**config.mk**
```make
export PLATFORM = sky130hd
export DESIGN_NAME = tdm_demux_flat
export DESIGN_NICKNAME = d
export VERILOG_FILES = /design/src/rtl/tdm_demux_if.sv /design/src/rtl/tdm_demux.sv /design/src/flat_wrapper.sv
export SDC_FILE = /design/constraint.sdc
export NUM_CORES = 1
export LEC_CHECK = 0
export ABC_AREA = 1
export BUFFER_PORTS_ARGS = -buffer_cell sky130_fd_sc_hd__buf_2
export CAP_MARGIN = 20
export CORE_MARGIN = 10
export CORE_UTILIZATION = 29
export CTS_BUF_LIST = sky130_fd_sc_hd__clkbuf_4 sky130_fd_sc_hd__clkbuf_8
export DETAILED_ROUTE_END_ITERATION = 10
export GPL_TIMING_DRIVEN = 0
export PLACE_DENSITY_LB_ADDON = 0.25
export SLEW_MARGIN = 30
export SYNTH_ARGS = -nofsm -noshare
export SYNTH_HDL_FRONTEND = slang
export SYNTH_SLANG_ARGS = --single-unit
export TNS_END_PERCENT = 50
```
**constraint.sdc**
```tcl
create_clock -name clock -period 1.59 [get_ports clock]
set_input_delay 0.318 -clock clock [delete_from_list [all_inputs] [get_ports clock]]
set_output_delay 0.318 -clock clock [all_outputs]
set_load 0.1 [all_outputs]
```
**src/rtl/tdm_demux_if.sv**
```systemverilog
// Bus bundle for tdm_demux. Groups the slot input and frame output so both
// sides share one width-parameterised definition.
//   slave  : demux side  (enable, din, fsync in; dout, valid, locked, sync_err, parity_err out)
//   master : source/sink side (opposite directions)
interface tdm_demux_if #(
    parameter int unsigned CHANNELS = 4,
    parameter int unsigned WIDTH    = 4
);
    logic                      enable;
    logic [WIDTH-1:0]          din;
    logic                      fsync;
    logic [CHANNELS*WIDTH-1:0] dout;
    logic                      valid;
    logic                      locked;
    logic                      sync_err;
    logic                      parity_err;

    modport master (
        output enable, din, fsync,
        input  dout, valid, locked, sync_err, parity_err
    );

    modport slave (
        input  enable, din, fsync,
        output dout, valid, locked, sync_err, parity_err
    );
endinterface

```
**src/rtl/tdm_demux.sv**
```systemverilog
// TDM frame demultiplexer. Collects CHANNELS slot words per frame (frame start
// marked by fsync) into a shadow register and publishes the complete frame on
// dout with a one-cycle valid pulse. Framing violations pulse sync_err.
// Optional macro TDM_DEMUX_PARITY_EN adds a trailing XOR parity slot per frame;
// a mismatch pulses parity_err and withholds the frame. Without it parity_err
// is tied to 0.
// Ports:
//   clock : rising-edge clock
//   reset : synchronous active-high reset (overrides enable)
//   bus   : tdm_demux_if.slave (enable, din, fsync in; dout, valid, locked,
//           sync_err, parity_err out; channel k at dout[k*WIDTH +: WIDTH])
module tdm_demux #(
    parameter int unsigned CHANNELS = 4,
    parameter int unsigned WIDTH    = 4
) (
    input  logic       clock,
    input  logic       reset,
    tdm_demux_if.slave bus
);

    localparam int unsigned FRAME_W = CHANNELS * WIDTH;
`ifdef TDM_DEMUX_PARITY_EN
    localparam int unsigned SLOTS   = CHANNELS + 1;
`else
    localparam int unsigned SLOTS   = CHANNELS;
`endif
    localparam int unsigned CNT_W   = $clog2(SLOTS);
    localparam logic [CNT_W-1:0] LAST_CH = CNT_W'(CHANNELS - 1);
`ifdef TDM_DEMUX_PARITY_EN
    localparam logic [CNT_W-1:0] PAR_SLOT = CNT_W'(CHANNELS);
`endif

    typedef enum logic {
        HUNT   = 1'b0,
        LOCKED = 1'b1
    } state_t;

    state_t             state_q;
    logic [CNT_W-1:0]   cnt_q;
    logic [FRAME_W-1:0] shadow_q;
    logic [FRAME_W-1:0] dout_q;
    logic               valid_q;
    logic               locked_q;
    logic               sync_err_q;
    logic [FRAME_W-1:0] frame_d;
`ifdef TDM_DEMUX_PARITY_EN
    logic               parity_err_q;
    logic [WIDTH-1:0]   parity_d;
`endif

    // Frame to publish: in the plain build the last channel comes straight
    // from din so dout updates on the same edge that samples it.
    always_comb begin
        frame_d = shadow_q;
`ifndef TDM_DEMUX_PARITY_EN
        frame_d[FRAME_W-1 -: WIDTH] = bus.din;
`endif
    end

`ifdef TDM_DEMUX_PARITY_EN
    // Expected parity slot: XOR of all stored channel words.
    always_comb begin
        parity_d = '0;
        for (int unsigned k = 0; k < CHANNELS; k++) begin
            parity_d = parity_d ^ shadow_q[k*WIDTH +: WIDTH];
        end
    end
`endif

    // Framing FSM, slot counter, shadow and output registers.
    always_ff @(posedge clock) begin
        if (reset) begin
            state_q    <= HUNT;
            cnt_q      <= '0;
            shadow_q   <= '0;
            dout_q     <= '0;
            valid_q    <= 1'b0;
            locked_q   <= 1'b0;
            sync_err_q <= 1'b0;
`ifdef TDM_DEMUX_PARITY_EN
            parity_err_q <= 1'b0;
`endif
        end else begin
            valid_q    <= 1'b0;
            sync_err_q <= 1'b0;
`ifdef TDM_DEMUX_PARITY_EN
            parity_err_q <= 1'b0;
`endif
            if (bus.enable) begin
                unique case (state_q)
                    HUNT: begin
                        if (bus.fsync) begin
                            shadow_q[WIDTH-1:0] <= bus.din;
                            cnt_q               <= CNT_W'(1);
                            state_q             <= LOCKED;
                            locked_q            <= 1'b1;
                        end
                    end
                    LOCKED: begin
                        if (bus.fsync) begin
                            // Early fsync restarts the frame; the stale partial
                            // shadow is overwritten before it can be published.
                            sync_err_q          <= (cnt_q != '0);
                            shadow_q[WIDTH-1:0] <= bus.din;
                            cnt_q               <= CNT_W'(1);
                        end else if (cnt_q == '0) begin
                            sync_err_q <= 1'b1;
                            state_q    <= HUNT;
                            locked_q   <= 1'b0;
                        end else if (cnt_q == LAST_CH) begin
`ifdef TDM_DEMUX_PARITY_EN
                            shadow_q[FRAME_W-1 -: WIDTH] <= bus.din;
                            cnt_q                        <= cnt_q + CNT_W'(1);
`else
                            dout_q  <= frame_d;
                            valid_q <= 1'b1;
                            cnt_q   <= '0;
`endif
                        end
`ifdef TDM_DEMUX_PARITY_EN
                        else if (cnt_q == PAR_SLOT) begin
                            if (bus.din == parity_d) begin
                                dout_q  <= frame_d;
                                valid_q <= 1'b1;
                            end else begin
                                parity_err_q <= 1'b1;
                            end
                            cnt_q <= '0;
                        end
`endif
                        else begin
                            for (int unsigned k = 1; k < CHANNELS - 1; k++) begin
                                if (cnt_q == CNT_W'(k)) begin
                                    shadow_q[k*WIDTH +: WIDTH] <= bus.din;
                                end
                            end
                            cnt_q <= cnt_q + CNT_W'(1);
                        end
                    end
                endcase
            end
        end
    end

    assign bus.dout     = dout_q;
    assign bus.valid    = valid_q;
    assign bus.locked   = locked_q;
    assign bus.sync_err = sync_err_q;
`ifdef TDM_DEMUX_PARITY_EN
    assign bus.parity_err = parity_err_q;
`else
    assign bus.parity_err = 1'b0;
`endif

endmodule

```
**src/flat_wrapper.sv**
```systemverilog
// flat-port wrapper written by rule: the top's interface ports become plain ports
module tdm_demux_flat 
#(
    parameter int unsigned CHANNELS = 4,
    parameter int unsigned WIDTH    = 4
)
  (clock, reset, bus_enable, bus_din, bus_fsync, bus_dout, bus_valid, bus_locked, bus_sync_err, bus_parity_err);
  tdm_demux_if #(.CHANNELS(CHANNELS), .WIDTH(WIDTH)) bus_i ();
  input  logic clock;
  input  logic reset;
  input wire logic [$bits(bus_i.enable)-1:0] bus_enable;
  input wire logic [$bits(bus_i.din)-1:0] bus_din;
  input wire logic [$bits(bus_i.fsync)-1:0] bus_fsync;
  output wire logic [$bits(bus_i.dout)-1:0] bus_dout;
  output wire logic [$bits(bus_i.valid)-1:0] bus_valid;
  output wire logic [$bits(bus_i.locked)-1:0] bus_locked;
  output wire logic [$bits(bus_i.sync_err)-1:0] bus_sync_err;
  output wire logic [$bits(bus_i.parity_err)-1:0] bus_parity_err;
  assign bus_i.enable = bus_enable;
  assign bus_i.din = bus_din;
  assign bus_i.fsync = bus_fsync;
  assign bus_dout = bus_i.dout;
  assign bus_valid = bus_i.valid;
  assign bus_locked = bus_i.locked;
  assign bus_sync_err = bus_i.sync_err;
  assign bus_parity_err = bus_i.parity_err;
  tdm_demux #(.CHANNELS(CHANNELS), .WIDTH(WIDTH)) u_core (.clock(clock), .reset(reset), .bus(bus_i));
endmodule
```
Word-level counts from Yosys, hierarchy flattened

Index checks and enable logic that the tools add are counted.

Register bits after elaboration: 34
Bits in latches: 0
RAM bits: 0
Bits in read-only memories: 0
Output and inout bits: 20
Memories: 0

$add $sub $neg: 1
$mul: 0
Div/mod/pow operators: 0
Order comparisons: 0
Eq/ne operators: 7
Shift-type cells: 0
Mux-type cells: 17
Bitwise operators: 5
Reductions and logical operators: 10

Operator list:

| cell                                                             | count |
|---|---|
| 6-bit AND reduction                                              | 2 |
| 1-bit two-way mux                                                | 9 |
| 2-bit two-way mux                                                | 4 |
| 2-bit != test (second input constant)                            | 3 |
| 1-bit NOT                                                        | 5 |
| 5-bit AND reduction                                              | 1 |
| 5-bit OR reduction                                               | 1 |
| 2-bit == test (second input constant)                            | 2 |
| 4-bit two-way mux                                                | 1 |
| 1-bit one-hot mux with 2 select lines                            | 2 |
| 2-bit one-hot mux with 2 select lines                            | 1 |
| 4-bit AND reduction                                              | 1 |
| 3-bit != test (second input constant)                            | 1 |
| 3-bit AND reduction                                              | 1 |
| 3-bit OR reduction                                               | 1 |
| 2-bit by 1-bit adder with 2-bit output (second input constant)   | 1 |
| 2-bit by 1-bit == test with 1-bit output (second input constant) | 1 |
| 2-bit zero test                                                  | 1 |
| 2-bit AND reduction                                              | 1 |
| 2-bit nonzero test                                               | 1 |

Depth between registers and ports, before layout

Gate-level depths: netlist (run 1).

Depth after elaboration: 5
Gate-level depth with buffers: 10
Mapped depth without buffers: 9

Worst setup path after synthesis (run 1)

No wires, ideal clock.

Path type: reg-to-reg
Start point: register u_core.cnt_q[0]
End point: register u_core.dout_q[14], in the netlist u_core.bus.dout[14]
Arrival: 1.400 ns
Data required time: 1.472 ns
Path slack: 0.072 ns
Stages on the path, launching flop included: 11
Period minus slack after synthesis: 1.518 ns
Path through: dfxtp_1 > inv_1 > ha_1 > inv_1 > ha_1 > nand2_1 > nor2_8 > inv_4 > buf_6 > nor2_1 > nor2_1

Word-level cells in the longest chain between the ends: 3

Ends and longest elaborated chain:

| element                         | line             | text |
|---|---|---|
| from (decl)                     | tdm_demux.sv:39  | `logic [CNT_W-1:0] cnt_q;` |
| from (signal assigned)          | tdm_demux.sv:137 | `cnt_q <= cnt_q + CNT_W'(1);` |
| 2-bit zero test                 | tdm_demux.sv:106 | `end else if (cnt_q == '0) begin` |
| 1-bit NOT (no line)             | --               |  |
| 5-bit AND reduction (no line) * | --               |  |
| to (signal assigned)            | tdm_demux.sv:115 | `dout_q <= frame_d;` |
| to (decl)                       | tdm_demux.sv:41  | `logic [FRAME_W-1:0] dout_q;` |

Every way passes the cells marked *; elsewhere a longest branch is shown, timed or not.
A chain may end at the register's enable or synchronous reset.

Worst setup path after layout (run 1)

Start point: register u_core.cnt_q[1]
End point: register u_core.dout_q[2], in the netlist u_core.bus.dout[2]

Same word-level chain as after synthesis.

==> metrics.md, run 1 <==
| Metric | Value |
|---|---|
| Status | `finished clean` |
| # clock sinks | `34` |
| Max incr delay on CP | `0.35 ns` |
| HP Class | `input port to register` |
| Max Slew Vio Count | `0` |
| # setup viols final | `0` |
| Synth Area in Compound Gates | `0.1045` |
| CP Capture Type | `register` |
| Clock tree buffer depth | `2` |
| Worst hold endpoint | `u_core.bus.dout[13]` |
| Proportion of synthesized area in mux cells | `0` |
| Nets@finish | `232` |
| Syn-to-layout area delta | `27.57%` |
| 1st-iter DRT viols | `37` |
| Post-Syn Nets | `195` |
| Synth Area in Simple Gates | `0.2802` |
| Hold Path Stages | `3` |
| Fmax | `669.4 MHz` |
| Synth Area per Inst | `7.673 um2` |
| Clock power frac | `0.489` |
| Row count | `25` |
| Synth Instances | `181` |
| Critical Path RT | `1.79 ns` |
| Worst skew pair latency | `0.29 ns` |
| H-tree depth reported by CTS | `2` |
| Synthesized flop and latch total | `34` |
| Slowest stage cell on the critical path | `dfxtp_4` |
| Global Route Usage Sum | `0.08629` |
| Final period utilization | `0.9395` |
| CTS tree | `done` |
| R2r startpoint | `u_core.cnt_q[1]` |
| Logic pwr share | `0.068` |
| Share of cells above drive strength 1 | `0.2648` |
| Initial core utilization | `0.2960` |
| Die height | `89.21 um` |
| Switching fraction of total power | `0.2222` |
| Worst hold slack | `0.2637 ns` |
| Routed WL | `3144 um` |
| Non-Filler Instances | `273` |
| Worst R2R End | `u_core.bus.dout[2]` |
| Final Critical Period | `1.494 ns` |
| Crit Path Category | `register to register` |
| Initial antenna violation count | `0` |
| Via-to-Cell Ratio | `4.330` |
| CP max FO | `10` |
| Sequential area share after synthesis | `0.4901` |
| IO Port Bufs | `26` |
| Avg WL per Cell | `11.52 um` |
| Crit-path cells | `inv_1 > ha_2 > inv_1 > ha_2 > nand2_2 > nor2_8 > inv_4 > buf_6 > nor2_1 > nor2_1` |
| Clock transition at path regs | `0.08 ns` |
| First-pass GRT wire length | `5430 um` |
| Post-synthesis xor/xnor area fraction | `0` |
| Hpwl dp | `2264 um` |
| Power Density | `1112 nW/um2` |
| Number of global-route vias before repair | `1241` |
| Remaining Overflow, GRT | `0` |
| Synth warn | `0` |
| DR pass1 iterations | `4` |
| ANT cells | `0` |
| Yosys cell types | `22` |
| Hold wc startpoint | `bus_din[1]` |
| Setup ws final | `0.09620 ns` |
| Number of fill cells in the layout | `512` |
| Ports | `28` |
| Die X | `89.21 um` |
| Reg power frac | `0.443` |
| Residual DRC | `0` |
| Final TNS setup | `0 ns` |
| RePlAce Congestion | `0.7395` |
| Root Buffer | `clkbuf_8` |
| Worst path bufs/invs | `4` |
| Pint | `0.001533 W` |
| Place WS | `-0.1110 ns` |
| TritonCTS buffer count | `5` |
| Max IR drop VDD | `0.0004409 V` |
| Leak Pwr | `0.9009 nW` |
| Area of the die | `7958 um2` |
| MaxCap Viol Count | `0` |
| Psw | `0.0004380 W` |
| Largest net degree at the start of global routing | `13` |
| FF-to-FF path depth | `10` |
| Clock skew | `0.008261 ns` |
| Vias | `1182` |
| Post-Synth Adder-Cell Area | `0.05405` |
| Routed Antenna Nets | `0` |
| R2r setup slk | `0.1 ns` |
| Crit path DAT | `1.69 ns` |
| Largest family of logic cells by synthesized area | `simple AND/OR/NAND/NOR gates` |
| Startpoint types | `register` |
| Post-synth design cell area | `1389 um2` |
| Core Area | `4692 um2` |
| Final Hold Viols | `0` |
| Kind of cell adding the most delay to the critical path | `simple AND/OR/NAND/NOR gates` |
| Placed insts | `261` |
[sequential cells by signal, summed over array words and instances (netlist names)]
name	count
u_core.bus.dout	16
u_core.bus.locked	1
u_core.bus.sync_err	1
u_core.bus.valid	1
u_core.cnt_q	2
u_core.shadow_q	12
u_core.state_q	1
[repair_timing]
action / 4_1_cts / 5_1_grt
hold buffers: 0 / 0
gates resized for setup: 3 / 6
setup endpoints to repair: 10 / 15
pin swaps: 1 / 2
buffers inserted: 2 / 2
[tightest hold or removal path: cells and delay by family]
kind,cells,cell delay (ns)
AND/OR/NAND/NOR,2,0.12
buffers and inverters,1,0.08
[final cells by class]
cell class | instances | area, um2 | share of cell area
buffer | 6 | 43.79 | 0.02472
clock buffer | 5 | 68.82 | 0.03884
clock inverter | 3 | 68.82 | 0.03884
inverter | 13 | 51.30 | 0.02895
multi-input combinational | 128 | 625.6 | 0.3531
sequential | 34 | 685.7 | 0.3870
tap | 54 | 67.56 | 0.03814
timing repair buffer | 30 | 160.2 | 0.09040
[per-stage QoR]
stage	area (um2)	utilization	power, W
global placement	1587	0.3381	0.001022
floorplan	1389	-	0.0009870
detailed placement	1587	0.3381	0.001022
CTS	1744	0.3717	0.001996
global route	1772	0.3776	0.002048
finish	1772	0.3776	0.001971
[cells by family (layout without fill, tap and decap cells)]
| family | Yosys count | count (layout) |
|---|---|---|
| other | 1 | 1 |
| DFF | 34 | 34 |
| and+or+nand+nor | 92 | 92 |
| adders and majority gates | 6 | 6 |
| AOI/OAI and AO/OA | 29 | 29 |
| buffers and inverters | 19 | 57 |
[cell usage in the layout (no fill, tap or decap), types with 2 or more instances in the layout]
| cell | instances |
|---|---|
| o21ai_1 | 10 |
| nor2_2 | 5 |
| clkbuf_8 | 5 |
| dfxtp_1 | 32 |
| buf_2 | 28 |
| nand3_1 | 4 |
| ha_1 | 4 |
| buf_4 | 5 |
| ha_2 | 2 |
| o21ai_0 | 11 |
| a21oi_1 | 8 |
| buf_6 | 2 |
| bufinv_16 | 2 |
| nor2_1 | 48 |
| inv_1 | 11 |
| nand2_1 | 29 |
[metal layers]
metal | share of wire | GRT usage
met5 | 0 | 0
met4 | 0.015 | 0.02601
met3 | 0.078 | 0.03829
met2 | 0.43 | 0.1373
met1 | 0.48 | 0.1020
[power by group through the flow]
stage / combinational [W] / sequential [W] / clock, W
after global routing: 0.000152 / 0.000874 / 0.00102
after detailed placement: 0.000127 / 0.000895 / 0
after floorplan: 0.0000775 / 0.000909 / 0
final: 0.000134 / 0.000873 / 0.000964
after global placement: 0.000128 / 0.000895 / 0
after CTS: 0.000133 / 0.000874 / 0.000989
[how the worst max path moves through the flow]
stage / start / end / slack [ns] / cells past startpoint
5_1_grt: u_core.cnt_q[1] / u_core.bus.dout[0] / -0.0005 / 10
3_5_place_dp: u_core.cnt_q[0] / u_core.bus.dout[11] / -0.11 / 10
2_1_floorplan: u_core.cnt_q[0] / u_core.bus.dout[14] / 0.07 / 10
6_report: u_core.cnt_q[1] / u_core.bus.dout[2] / 0.1 / 10
4_1_cts: u_core.cnt_q[1] / u_core.bus.dout[11] / 0.02 / 10
3_3_place_gp: u_core.cnt_q[0] / u_core.bus.dout[11] / -0.14 / 10
[Yosys cell counts]
| master | count | area, um2 |
|---|---|---|
| o21ai_0 | 12 | 60.06 |
| conb_1 | 1 | 3.750 |
| o21ai_1 | 9 | 45.04 |
| nor3_1 | 1 | 5.000 |
| inv_2 | 1 | 3.750 |
| or2_2 | 1 | 6.260 |
| clkbuf_1 | 1 | 3.750 |
| ha_1 | 6 | 75.07 |
| nand2_1 | 30 | 112.6 |
| a21oi_1 | 8 | 40.04 |
| buf_4 | 1 | 7.510 |
| buf_6 | 2 | 22.52 |
| inv_4 | 1 | 6.260 |
| nand2_4 | 1 | 11.26 |
| nor2_1 | 50 | 187.7 |
| nor3b_1 | 1 | 7.510 |
| dfxtp_1 | 34 | 680.7 |
| nand3_1 | 4 | 20.02 |
| buf_2 | 2 | 10.01 |
| nor2_8 | 1 | 20.02 |
| inv_1 | 11 | 41.29 |
| nor2_2 | 3 | 18.77 |
Note: power is estimated with default switching activity, not from simulation.
==> run 2, diff against run 1 <==
REMOVE_ABC_BUFFERS = 1   (was default)
SETUP_SLACK_MARGIN = 0.4   (was default)
==> run 2 against run 1 <==
Effect of this change:
- worst setup slack improved by 0.072 ns
- critical path depth unchanged
- clock skew decreased by 0.0031 ns
- first-iteration DRC count increased by 24%
- register-to-register slack improved by 0.07 ns
- global-route usage increased by 0.16 points
- power decreased by 17%
- critical endpoint is now u_core.bus.dout[1]
- largest cell class is now multi-input combinational cells
==> metrics.md, run 2 (synthesis gave the netlist of run 1 again) <==
| Metric | Value |
|---|---|
| Placed instance area | `1543 um2 (was 1587 um2)` |
| Core Area | `4692 um2 (unchanged)` |
| Die height | `89.21 um (unchanged)` |
| Routed WL | `3318 um (was 3144 um)` |
| Crit path DAT | `1.64 ns (was 1.69 ns)` |
| Core Util, Final | `0.4003 (was 0.3776)` |
| CP Capture Type | `register (unchanged)` |
| Worst Setup SP | `u_core.cnt_q[0] (was u_core.cnt_q[1])` |
| Worst R2R End | `u_core.bus.dout[1] (was u_core.bus.dout[2])` |
| Ports | `28 (unchanged)` |
| Initial antenna violation count | `0 (unchanged)` |
| Area of the die | `7958 um2 (unchanged)` |
| Routed Antenna Nets | `0 (unchanged)` |
| Startpoint types | `register (unchanged)` |
| Commonest non-fill, non-tap cell in the layout | `nor2_1 (unchanged)` |
| Place WS | `-0.1916 ns (was -0.1110 ns)` |
| TritonCTS buffer count | `5 (unchanged)` |
| Row count | `25 (unchanged)` |
| Remaining Overflow, GRT | `0 (unchanged)` |
| Share of cells above drive strength 1 | `0.3425 (was 0.2648)` |
| Power Density | `874.2 nW/um2 (was 1112 nW/um2)` |
| 1st-iter DRT viols | `46 (was 37)` |
| Via-to-Cell Ratio | `4.337 (was 4.330)` |
| MaxCap Viol Count | `0 (unchanged)` |
| Worst path bufs/invs | `4 (unchanged)` |
| Commonest non-fill, non-tap cells in the layout | `nor2_1 (41), dfxtp_1 (32), nand2_1 (26), buf_2 (26) (was nor2_1 (48), dfxtp_1 (32), nand2_1 (29))` |
| Number of global-route vias before repair | `1169 (was 1241)` |
| Crit-path cells | `inv_2 > ha_4 > inv_4 > ha_4 > nand2_4 > nor2_8 > buf_12 > buf_8 > o21ai_1 > nor2_1 (was inv_1 > ha_2 > inv_1 > ha_2 > nand2_2 > nor2_8 > inv_4 > buf_6 > nor2_1 > nor2_1)` |
| Die X | `89.21 um (unchanged)` |
| CTS tree | `done (unchanged)` |
| Max FFs per register | `16 (unchanged)` |
| Setup ws final | `0.1679 ns (was 0.09620 ns)` |
| FF-to-FF path depth | `10 (unchanged)` |
| Leak Pwr | `0.9161 nW (was 0.9009 nW)` |
| Kind of cell adding the most delay to the critical path | `flip-flops (was simple AND/OR/NAND/NOR gates)` |
| Initial core utilization | `0.2960 (unchanged)` |
| IO Port Bufs | `26 (unchanged)` |
| Syn-to-layout area delta | `35.23% (was 27.57%)` |
| Final Hold Viols | `0 (unchanged)` |
| Final period utilization | `0.8944 (was 0.9395)` |
| Root Buffer | `clkbuf_8 (unchanged)` |
| Slew Limit Headroom | `0.4425` |
| CTS hold repair buffers | `0 (unchanged)` |
| R2r setup slk | `0.17 ns (was 0.1 ns)` |
| H-tree depth reported by CTS | `2 (unchanged)` |
| Clock tree buffer depth | `2 (unchanged)` |
| Avg WL per Cell | `12.15 um (was 11.52 um)` |
| Clock skew | `0.005171 ns (was 0.008261 ns)` |
| Crit Path Category | `register to register (unchanged)` |
| Max IR drop VDD | `0.0003897 V (was 0.0004409 V)` |
| Clock transition at path regs | `0.07 ns (was 0.08 ns)` |
| Residual DRC | `0 (unchanged)` |
| Fmax | `703.2 MHz (was 669.4 MHz)` |
| CP max FO | `4 (was 10)` |
| Number of fill cells in the layout | `494 (was 512)` |
| RSZ-0062 raised after global routing | `true` |
| HP Class | `input port to register (unchanged)` |
| Vias | `1184 (was 1182)` |
| # setup viols final | `0 (unchanged)` |
| Nets@finish | `233 (was 232)` |
| Slowest stage cell on the critical path | `dfxtp_2 (was dfxtp_4)` |
| Slew at the pin closest to its max-slew limit | `0.8354 ns` |
| # clock sinks | `34 (unchanged)` |
| RePlAce Congestion | `0.7458 (was 0.7395)` |
| Post-route cell area | `1878 um2 (was 1772 um2)` |
| Worst skew pair latency | `0.28 ns (was 0.29 ns)` |
| R2r startpoint | `u_core.cnt_q[0] (was u_core.cnt_q[1])` |
| Stages on worst setup path | `10 (unchanged)` |
| Max incr delay on CP | `0.35 ns (about the same)` |
| Critical Path Sink | `u_core.bus.dout[1] (was u_core.bus.dout[2])` |
| ANT cells | `0 (unchanged)` |
| Global Route Usage Sum | `0.08787 (was 0.08629)` |
| Crit path top cell by count | `ha_4` |
| Final Critical Period | `1.422 ns (was 1.494 ns)` |
| Status | `finished clean (unchanged)` |
| Critical Path RT | `1.81 ns (was 1.79 ns)` |
| First-pass GRT wire length | `5430 um (unchanged)` |
| Final TNS setup | `0 ns (unchanged)` |
| Hpwl dp | `2130 um (was 2264 um)` |
| Max Slew Vio Count | `0 (unchanged)` |
| DR pass1 iterations | `4 (unchanged)` |
| Largest net degree at the start of global routing | `30 (was 13)` |
==> run 2: changes by cell type in the layout (fill, tap and decap cells not counted), sizes merged <==
cell / previous run / this run
clkbuf: 6 / 5
bufinv: 2 / 0
buf: 35 / 37
clkinv: 1 / 2
==> run 2: worst reg2reg max path, cell delays in order, from the launching register on <==
cell and delay, ns:
dfxtp_2 0.35, inv_2 0.05, ha_4 0.16, inv_4 0.05, ha_4 0.13, nand2_4 0.06
nor2_8 0.14, buf_12 0.14, buf_8 0.10, o21ai_1 0.05, nor2_1 0.12
==> run 2: worst min path at each step <==
stage	end	slack [ns]	start	depth (start not counted)
floorplan	u_core.bus.locked	0.39	reset	1
global placement	u_core.bus.locked	0.46	u_core.bus.locked	2
detailed placement	u_core.bus.locked	0.46	u_core.bus.locked	2
CTS	u_core.bus.dout[14]	0.27	bus_din[2]	3
global route	u_core.cnt_q[1]	0.29	reset	2
finish	u_core.cnt_q[1]	0.28	reset	2
==> run 2: repair_timing <==
item | CTS | global route
setup endpoints to repair | 48 | 50
gates resized for setup | 17 | 21
pin swaps | 5 | 11
gates cloned | 1 | 0
setup buffers | 9 | 1
==> run 2: where the power goes <==
group          leakage, nW  switching (W)  internal (W)
Clock               0.0438       0.000310      0.000294
Sequential           0.276      0.0000111      0.000866
Combinational        0.596       0.000106     0.0000550
==> run 2: through the flow <==
step | hold slack, ns | instances | power (W)
floorplan | 0.3871 | 175 | 0.0009822
global placement | 0.4561 | 255 | 0.001018
detailed placement | 0.4553 | 255 | 0.001019
CTS | 0.2659 | 272 | 0.001652
global route | 0.2884 | 273 | 0.001721
finish | 0.2796 | 273 | 0.001642
==> run 2: final cells by class <==
cell class                 count  area [um2]  area share
timing repair buffer          37       285.3      0.1519
clock inverter                 2       10.01    0.005330
multi-input combinational    128       706.9      0.3764
tap                           54       67.56     0.03598
sequential                    34       683.2      0.3638
inverter                      13       56.30     0.02998
clock buffer                   5       68.82     0.03664
==> run 2: layer usage <==
| layer | share of wire | vias up | global-route usage |
|---|---|---|---|
| met5 | 0 | - | 0 |
| met1 | 0.45 | 517 | 0.09957 |
| met3 | 0.068 | 6 | 0.03920 |
| li1 | - | 641 | - |
| met2 | 0.46 | 20 | 0.1373 |
| met4 | 0.019 | 0 | 0.04335 |
==> run 3, diff against run 2 <==
PLACE_DENSITY = 0.58   (was default)
PLACE_DENSITY_LB_ADDON = default   (was 0.25)
==> run 3 against run 2 <==
Effect of this change:
- design area down 0.20%
- highest routed layer unchanged
- sequential power about the same
- worst hold slack better by 0.00068 ns
- largest cell class unchanged
- wire length up 1.2%
- maximum frequency up 0.97%
- critical path depth down 1
- critical path type unchanged
- core utilization down 0.080 points
- die area unchanged
==> metrics.md, run 3 (synthesis gave the netlist of run 1 again) <==
| Metric | Value |
|---|---|
| Clock power frac | `0.389 (was 0.368)` |
| Commonest non-fill, non-tap cell in the layout | `nor2_1 (unchanged)` |
| Row count | `25 (unchanged)` |
| Initial core utilization | `0.2960 (unchanged)` |
| Leak Pwr | `0.9058 nW (was 0.9161 nW)` |
| Avg WL per Cell | `12.30 um (was 12.15 um)` |
| Crit path DAT | `1.62 ns (was 1.64 ns)` |
| Status | `finished clean (unchanged)` |
| DR pass1 iterations | `4 (unchanged)` |
| Global Route Usage Sum | `0.08920 (was 0.08787)` |
| Setup ws final | `0.1816 ns (was 0.1679 ns)` |
| Worst skew pair latency | `0.28 ns (about the same)` |
| Max Slew Vio Count | `0 (unchanged)` |
| Final period utilization | `0.8858 (was 0.8944)` |
| CP max FO | `4 (unchanged)` |
| Slew Limit Headroom | `0.3841 (was 0.4425)` |
| Crit path top cell by count | `ha_4 (unchanged)` |
| Ports | `28 (unchanged)` |
| Residual DRC | `0 (unchanged)` |
| Remaining Overflow, GRT | `0 (unchanged)` |
| Pint | `0.001294 W (was 0.001215 W)` |
| Crit Path Category | `register to register (unchanged)` |
| Slew at the pin closest to its max-slew limit | `0.9228 ns (was 0.8354 ns)` |
| Commonest non-fill, non-tap cells in the layout | `nor2_1 (48), dfxtp_1 (32), nand2_1 (27) (was nor2_1 (41), dfxtp_1 (32), nand2_1 (26), buf_2 (26))` |
| Vias | `1202 (was 1184)` |
| TritonCTS buffer count | `5 (unchanged)` |
| Share of cells above drive strength 1 | `0.3196 (was 0.3425)` |
| Clock transition at path regs | `0.07 ns (about the same)` |
| RSZ-0062 raised after global routing | `true (unchanged)` |
| Final Critical Period | `1.408 ns (was 1.422 ns)` |
| MaxCap Viol Count | `0 (unchanged)` |
| Crit-path cells | `inv_2 > ha_4 > inv_4 > ha_4 > nand2_4 > nor2_8 > clkbuf_16 > o21ai_1 > nor2_1 (was inv_2 > ha_4 > inv_4 > ha_4 > nand2_4 > nor2_8 > buf_12 > buf_8 > o21ai_1 > nor2_1)` |
| Reg power frac | `0.512 (was 0.534)` |
| Worst path bufs/invs | `3 (was 4)` |
| # clock sinks | `34 (unchanged)` |
| Kind of cell adding the most delay to the critical path | `simple AND/OR/NAND/NOR gates (was flip-flops)` |
| R2r setup slk | `0.18 ns (was 0.17 ns)` |
| Area of the die | `7958 um2 (unchanged)` |
| Power Density | `913.4 nW/um2 (was 874.2 nW/um2)` |
| Die height | `89.21 um (unchanged)` |
| Core Util, Final | `0.3995 (was 0.4003)` |
| ANT cells | `0 (unchanged)` |
| Routed Antenna Nets | `0 (unchanged)` |
| Psw | `0.0004183 W (was 0.0004270 W)` |
| Via-to-Cell Ratio | `4.403 (was 4.337)` |
| Place WS | `-0.1623 ns (was -0.1916 ns)` |
| Max incr delay on CP | `0.35 ns (about the same)` |
| CTS hold repair buffers | `0 (unchanged)` |
| Hpwl dp | `2138 um (was 2130 um)` |
| First-pass GRT wire length | `5506 um (was 5430 um)` |
| Clock tree buffer depth | `2 (unchanged)` |
| RePlAce Congestion | `0.7867 (was 0.7458)` |
| CP Capture Type | `register (unchanged)` |
| Slowest stage cell on the critical path | `dfxtp_2 (unchanged)` |
| Switching fraction of total power | `0.2444 (was 0.2601)` |
| # setup viols final | `0 (unchanged)` |
| Core Area | `4692 um2 (unchanged)` |
| H-tree depth reported by CTS | `2 (unchanged)` |
| Design Power | `0.001712 W (was 0.001642 W)` |
| Nets@finish | `232 (was 233)` |
| IO Port Bufs | `26 (unchanged)` |
| Max FFs per register | `16 (unchanged)` |
| Root Buffer | `clkbuf_8 (unchanged)` |
| Largest net degree at the start of global routing | `30 (unchanged)` |
| Fmax | `710.0 MHz (was 703.2 MHz)` |
| CTS tree | `done (unchanged)` |
| Initial antenna violation count | `0 (unchanged)` |
| Max IR drop VDD | `0.0002367 V (was 0.0003897 V)` |
| 1st-iter DRT viols | `48 (was 46)` |
| Number of global-route vias before repair | `1217 (was 1169)` |
| HP Class | `input port to register (unchanged)` |
| Routed WL | `3358 um (was 3318 um)` |
| Die X | `89.21 um (unchanged)` |
| Syn-to-layout area delta | `34.96% (was 35.23%)` |
| Final Hold Viols | `0 (unchanged)` |
| Critical Path RT | `1.80 ns (was 1.81 ns)` |
| Logic pwr share | `0.099 (was 0.098)` |
| Startpoint types | `register (unchanged)` |
| Clock skew | `0.003433 ns (was 0.005171 ns)` |
==> run 3: cell count changes in the layout (fill, tap and decap cells not counted), moves of 2 or more <==
cell and delta:
buf_2 -15, buf_4 +18, buf_6 -2, nor2_1 +7
nor2_2 -7, o21ai_0 -4, o21ai_2 +4
==> run 3: path summary, 6_finish.rpt <==
| path | from | to | depth (start not counted) |
|---|---|---|---|
| worst min-delay path | reset | u_core.state_q | 2 |
| worst min register to register | u_core.bus.locked | u_core.bus.locked | 2 |
| worst max register to register | u_core.cnt_q[0] | u_core.bus.dout[4] | 9 |
| worst max-delay path | u_core.cnt_q[0] | u_core.bus.dout[4] | 9 |
==> run 3: timing repair <==
item / CTS / global route
cloned: 0 / 1
setup buffers: 7 / 2
pin swaps: 3 / 11
gates resized for setup: 28 / 18
endpoints found under the setup margin: 51 / 50
==> run 3: stage by stage <==
stage / instances / hold WS (ns) / setup TNS [ns] / area, um2
floorplan: 175 / 0.3871 / 0 / 1345
global placement: 255 / 0.4520 / -2.236 / 1543
detailed placement: 255 / 0.4547 / -2.264 / 1543
CTS: 270 / 0.2753 / 0 / 1790
global route: 273 / 0.2841 / 0 / 1874
finish: 273 / 0.2802 / 0 / 1874
==> run 3: area by class of cell <==
class                           count  area [um2]
Sequential cell                    34       683.2
Timing Repair Buffer               36       285.3
Clock buffer                        7       90.09
Tap cell                           54       67.56
Fill cell                         520        2818
Inverter                           13       56.30
Clock inverter                      1       5.005
Multi-Input combinational cell    128       686.9
==> run 3: power by group through the flow <==
stage / registers (W) / logic, W / clock network [W]
2_1_floorplan: 0.000909 / 0.0000728 / 0
3_3_place_gp: 0.000894 / 0.000122 / 0
3_5_place_dp: 0.000894 / 0.000123 / 0
4_1_cts: 0.000874 / 0.000153 / 0.000692
5_1_grt: 0.000876 / 0.000186 / 0.000723
6_report: 0.000876 / 0.000170 / 0.000667
==> run 3: layer usage <==
layer | share of wire | wire length [um] | track usage | vias to the layer above
li1 | - | - | - | 637
met2 | 0.46 | 1555 | 0.1432 | 20
met4 | 0.016 | 55 | 0.04480 | 0
met3 | 0.060 | 200 | 0.03737 | 5
met1 | 0.46 | 1546 | 0.09909 | 540
met5 | 0 | 0 | 0 | -
